## src/rtl/nn_matvec_engine.sv

```systemverilog
// NxN signed matrix-vector multiply engine: y = W*x, one column per cycle through N MACs,
// with per-step saturation, sticky overflow flag, optional ReLU and valid/ready on both sides.
module nn_matvec_engine #(
    parameter int N     = 4,
    parameter int DW    = 8,
    parameter int ACC_W = 32
) (
    input  logic                  clock,
    input  logic                  reset,
    input  logic                  w_we,
    input  logic [$clog2(N)-1:0]  w_row,
    input  logic [$clog2(N)-1:0]  w_col,
    input  logic signed [DW-1:0]  w_data,
    input  logic                  in_valid,
    output logic                  in_ready,
    input  logic [N*DW-1:0]       in_vec,
    input  logic                  relu_en,
    output logic                  out_valid,
    input  logic                  out_ready,
    output logic [N*ACC_W-1:0]    out_vec,
    output logic                  sat_flag,
    output logic                  busy
);
    localparam int IW = $clog2(N);
    localparam logic signed [ACC_W-1:0] ACC_MAX = {1'b0, {(ACC_W-1){1'b1}}};
    localparam logic signed [ACC_W-1:0] ACC_MIN = {1'b1, {(ACC_W-1){1'b0}}};

    typedef enum logic [1:0] {IDLE, COMPUTE, DONE} state_t;

    state_t state, next_state;

    logic signed [DW-1:0]    w_mem [N][N];
    logic signed [DW-1:0]    x_cap [N];
    logic signed [ACC_W-1:0] acc   [N];
    logic [IW-1:0]           col;
    logic                    relu_cap;
    logic                    sat_acc;

    logic signed [2*DW-1:0]  prod     [N];
    logic signed [ACC_W-1:0] prod_ext [N];
    logic signed [ACC_W-1:0] acc_next [N];
    logic [N-1:0]            step_sat;

    logic accept, take, w_in_range;

    // Returns {clamped, value}; the sum is formed one bit wider so overflow is visible.
    function automatic logic [ACC_W:0] sat_add(input logic signed [ACC_W-1:0] a,
                                               input logic signed [ACC_W-1:0] b);
        logic signed [ACC_W:0] s;
        s = {a[ACC_W-1], a} + {b[ACC_W-1], b};
        if (s[ACC_W] != s[ACC_W-1])
            return s[ACC_W] ? {1'b1, ACC_MIN} : {1'b1, ACC_MAX};
        return {1'b0, s[ACC_W-1:0]};
    endfunction

    function automatic logic signed [ACC_W-1:0] relu_clip(input logic en,
                                                          input logic signed [ACC_W-1:0] v);
        return (en && v[ACC_W-1]) ? '0 : v;
    endfunction

    generate
        if ((1 << IW) == N) begin : g_pow2
            assign w_in_range = 1'b1;
        end else begin : g_npow2
            assign w_in_range = (int'(w_row) < N) && (int'(w_col) < N);
        end
    endgenerate

    assign accept = in_valid && in_ready;
    assign take   = out_valid && out_ready;
    assign busy   = (state != IDLE);

    always_comb begin
        next_state = state;
        case (state)
            IDLE:    if (accept) next_state = COMPUTE;
            COMPUTE: if (col == IW'(N-1)) next_state = DONE;
            DONE:    if (take) next_state = IDLE;
            default: next_state = IDLE;
        endcase
    end

    // in_ready is registered so it stays low for as long as reset is held
    always_ff @(posedge clock or posedge reset) begin
        if (reset) begin
            state    <= IDLE;
            in_ready <= 1'b0;
        end else begin
            state    <= next_state;
            in_ready <= (next_state == IDLE);
        end
    end

    // MAC stage: all rows consume column col of W and element col of x
    always_comb begin
        for (int r = 0; r < N; r++) begin
            prod[r] = (2*DW)'(w_mem[r][col]) * (2*DW)'(x_cap[col]);
            prod_ext[r] = ACC_W'(prod[r]);
            {step_sat[r], acc_next[r]} = sat_add(acc[r], prod_ext[r]);
        end
    end

    always_ff @(posedge clock or posedge reset) begin
        if (reset) begin
            for (int r = 0; r < N; r++) begin
                for (int c = 0; c < N; c++) w_mem[r][c] <= '0;
                x_cap[r] <= '0;
                acc[r]   <= '0;
            end
            col       <= '0;
            relu_cap  <= 1'b0;
            sat_acc   <= 1'b0;
            out_valid <= 1'b0;
            out_vec   <= '0;
            sat_flag  <= 1'b0;
        end else begin
            if (w_we && w_in_range && state != COMPUTE)
                w_mem[w_row][w_col] <= w_data;
            case (state)
                IDLE: begin
                    if (accept) begin
                        for (int i = 0; i < N; i++) begin
                            x_cap[i] <= in_vec[i*DW +: DW];
                            acc[i]   <= '0;
                        end
                        relu_cap <= relu_en;
                        sat_acc  <= 1'b0;
                        col      <= '0;
                    end
                end
                COMPUTE: begin
                    for (int r = 0; r < N; r++) acc[r] <= acc_next[r];
                    sat_acc <= sat_acc | (|step_sat);
                    col     <= col + 1'b1;
                end
                DONE: begin
                    // Output stage: results are registered once, then held until the next DONE
                    if (!out_valid) begin
                        for (int r = 0; r < N; r++)
                            out_vec[r*ACC_W +: ACC_W] <= relu_clip(relu_cap, acc[r]);
                        sat_flag  <= sat_acc;
                        out_valid <= 1'b1;
                    end else if (out_ready) begin
                        out_valid <= 1'b0;
                    end
                end
                default: ;
            endcase
        end
    end
endmodule
```

## config.mk

```make
export PLATFORM = sky130hd
export DESIGN_NAME = nn_matvec_engine
export DESIGN_NICKNAME = d
export VERILOG_FILES = /design/src/rtl/nn_matvec_engine.sv
export SDC_FILE = /design/constraint.sdc
export NUM_CORES = 2
export LEC_CHECK = 0
export BUFFER_PORTS_ARGS = -buffer_cell sky130_fd_sc_hd__buf_4
export CORE_MARGIN = 5
export CORE_UTILIZATION = 40
export CTS_CLUSTER_DIAMETER = 120
export CTS_CLUSTER_SIZE = 12
export DETAILED_ROUTE_END_ITERATION = 8
export PLACE_DENSITY = 0.56
export SLEW_MARGIN = 20
export SYNTH_ARGS = -nofsm -noshare
export SYNTH_HDL_FRONTEND = slang
export SYNTH_SLANG_ARGS = --single-unit
```

## constraint.sdc

```tcl
create_clock -name clock -period 20.8 [get_ports clock]
set_clock_uncertainty 0.2 [all_clocks]
set_input_delay 3.12 -clock clock [delete_from_list [all_inputs] [get_ports clock]]
set_output_delay 3.12 -clock clock [all_outputs]
set_load 0.05 [all_outputs]
```

==> summary.md <==
| Metric | Value |
|---|---|
| Placer congestion estimate | 0.838 |
| Final period utilization | 49.2% |
| DP HPWL | 73.3 mm |
| CP max stage cell | and2_2 |
| Initial DRC Count | 1332 |
| Share of cells above drive strength 1 | 14.0% |
| Post-CTS Setup Inserts | 0 |
| Worst skew pair latency | 0.63 ns |
| Per-cell routed wire length | 18.6 um |
| CTS tree | yes |
| Slowest stage delay, CP | 0.89 ns |
| Final slew viol count | 0 |
| Slew margin rel. | 29.8% |
| RSZ-0062 raised after global routing | false |
| Synth area leaders | fa_1 (28%), dfrtp_1 (27%), ha_1 (9.3%) |
| Register bit total from synthesis | 425 |
| Hold Crit Class | flip-flop to flip-flop |
| Commonest non-fill, non-tap cell in the layout | fa_1 |
| Final Cell Area | 43500 sq um |
| Fmax | 0.0977 GHz |
| TritonCTS Buffers | 42 |
| H-tree levels | 2 |
| Largest net degree at the start of global routing | 165 |
| Clock-pin transition on the worst setup and hold timing paths | 0.06 ns |
| Dominant synthesized flop cell | dfrtp_1 |
| Fin. Hold Viols | 0 |
| Hold_buf cts | 0 |
| Post-placement cell count | 5102 |
| PortBufs | 181 |
| Drt first pass iters | 5 |
| Most frequent cells in the layout | fa_1 (560), nand2_1 (538), inv_1 (438) |
| Setup crit start kind | flip-flop |
| Yosys warns | 0 |
| DR vias | 26139 |
| Max clock buf depth | 3 |
| Seq/Total Area, Yosys | 26.9% |
| Top-area cell type share of the netlist area | 28.3% |
| CORE AREA | 98300 sq um |
| Flop-to-flop setup slack | 10.57 ns |
| Root buffer cell | clkbuf_16 |
| Placed Area | 42300 sq um |
| Vias in the first global route | 28027 |
| Critical Path Fanout Max | 34 |
| Nets@finish | 4764 |
| Yosys cell types | 79 |
| Cell Area, Synth | 39600 sq um |
| Post_cts resized | 0 |
| Worst path arrival time | 10.52 ns |
| Non-Filler Instances | 5154 |
| Worst EP required | 21.09 ns |
| WS Path Type | flip-flop to flip-flop |
| Rows | 115 |
| Initial antenna violation count | 3 |
| Post-synth ARST share | 100% |
| Area delta synth->final | 9.92% |
| Die X | 324 um |
| Remaining antenna violation count | 0 |
| Area leader, netlist | fa_1 |
| Post-Route WL | 95.9 mm |
| Inserted Diodes | 0 |
| Top-level I/O count | 182 |
| Number of enable flip-flop cells after synthesis | 0 |
| DR vias/cell | 5.07 |
| Die Ht | 324 um |
| Final-report setup violation count | 0 |
| Max-cap viol count | 0 |
| Clock tree sinks | 425 |
| Initial Util | 40.3% |
| Synthesized area per cell | 10.6 sq um |
| Post-route DRC | 0 |
| Gr usage total | 18.7% |
| CP Capture Type | flip-flop |
| Setup TNS | 0 ns |
| Post-Synthesis Cells | 3733 |
| Net count after synthesis | 4638 |
| Worst Tran Pin Value | 1.05 ns |
| Fin crit period | 10.23 ns |
| Die ar. | 105000 sq um |
| Outcome | complete, no violations |
| GRT overflow | 0 |
| First-pass GRT wire length | 159 mm |
metrics by stage:
stage               worst slack (ns)  hold WS (ns)  utilization (%)
floorplan                       5.65         0.271                -
global placement               10.60         0.262             43.0
detailed placement             10.44         0.271             43.0
CTS                            10.43         0.286             44.2
global route                    9.78         0.300             44.2
finish                         10.57         0.277             44.2
final timing paths:
| kind | start | end | depth (start not counted) |
|---|---|---|---|
| worst max-delay path | col[0]$_DFFE_PP0P_ | acc[70]$_DFFE_PP0P_ | 29 |
| worst min-delay path | out_vec[84]$_DFFE_PP0P_ | out_vec[84]$_DFFE_PP0P_ | 2 |
| worst max register to register | col[0]$_DFFE_PP0P_ | acc[70]$_DFFE_PP0P_ | 29 |
| worst min register to register | out_vec[84]$_DFFE_PP0P_ | out_vec[84]$_DFFE_PP0P_ | 2 |
| max in group asynchronous | reset | acc[51]$_DFFE_PP0P_ | 4 |
| min in group asynchronous | reset | acc[105]$_DFFE_PP0P_ | 2 |
layer usage:
metal / up-vias / wire (um) / track usage [%]
met2: 341 / 46500 / 31.7
li1: 12416 / - / -
met4: 0 / 2080 / 3.96
met3: 87 / 3450 / 2.81
met5: - / 0 / 0
met1: 13295 / 43900 / 25.8
logic make-up after synthesis:
kind of cell	count (synthesis)	share of synthesized area [%]
fa+ha+maj	855	37.7
xor+xnor	123	2.74
buf+inv	575	5.61
flops	425	26.9
mux	205	6.94
simple gates	975	11.0
compound gates	575	9.17
worst max-delay path: cells and delay by family, from the launching register on:
kind	cells	cell delay, ns
xor+xnor	1	0.08
flops	1	0.70
compound gates	10	2.78
buf+inv	9	2.03
simple gates	1	0.89
fa+ha+maj	7	3.09
mux	1	0.31
synthesized netlist by cell type, types with 15 or more instances:
cell / n
a21o_1: 52
a21oi_1: 107
and2_1: 133
clkbuf_1: 121
dfrtp_1: 425
fa_1: 560
ha_1: 295
inv_1: 439
mux2_2: 164
mux4_2: 39
nand2_1: 538
nand2b_1: 24
nand3_1: 18
nor2_1: 166
nor2b_1: 19
nor3_1: 15
o211ai_1: 15
o211ai_2: 21
o21ai_0: 260
xnor2_1: 84
xor2_1: 38
sequential cells by signal, summed over array words and instances, names as in the netlist:
signal / flops
sat_flag: 1
acc: 128
in_ready: 1
x_cap: 32
relu_cap: 1
sat_acc: 1
col: 2
out_valid: 1
w_mem: 128
out_vec: 128
state: 2
final cells by class:
cell class | count | area, sq um
inverters | 439 | 1660
multi-input cells | 2733 | 26700
clock buffers | 45 | 1060
well taps | 1287 | 1610
clock inverters | 7 | 110
repair buffers | 218 | 1660
fillers | 9477 | 54800
flip-flops and latches | 425 | 10600
Power is not shown: default switching activity piles up to over one toggle a cycle in this logic, so the estimate is an artifact.
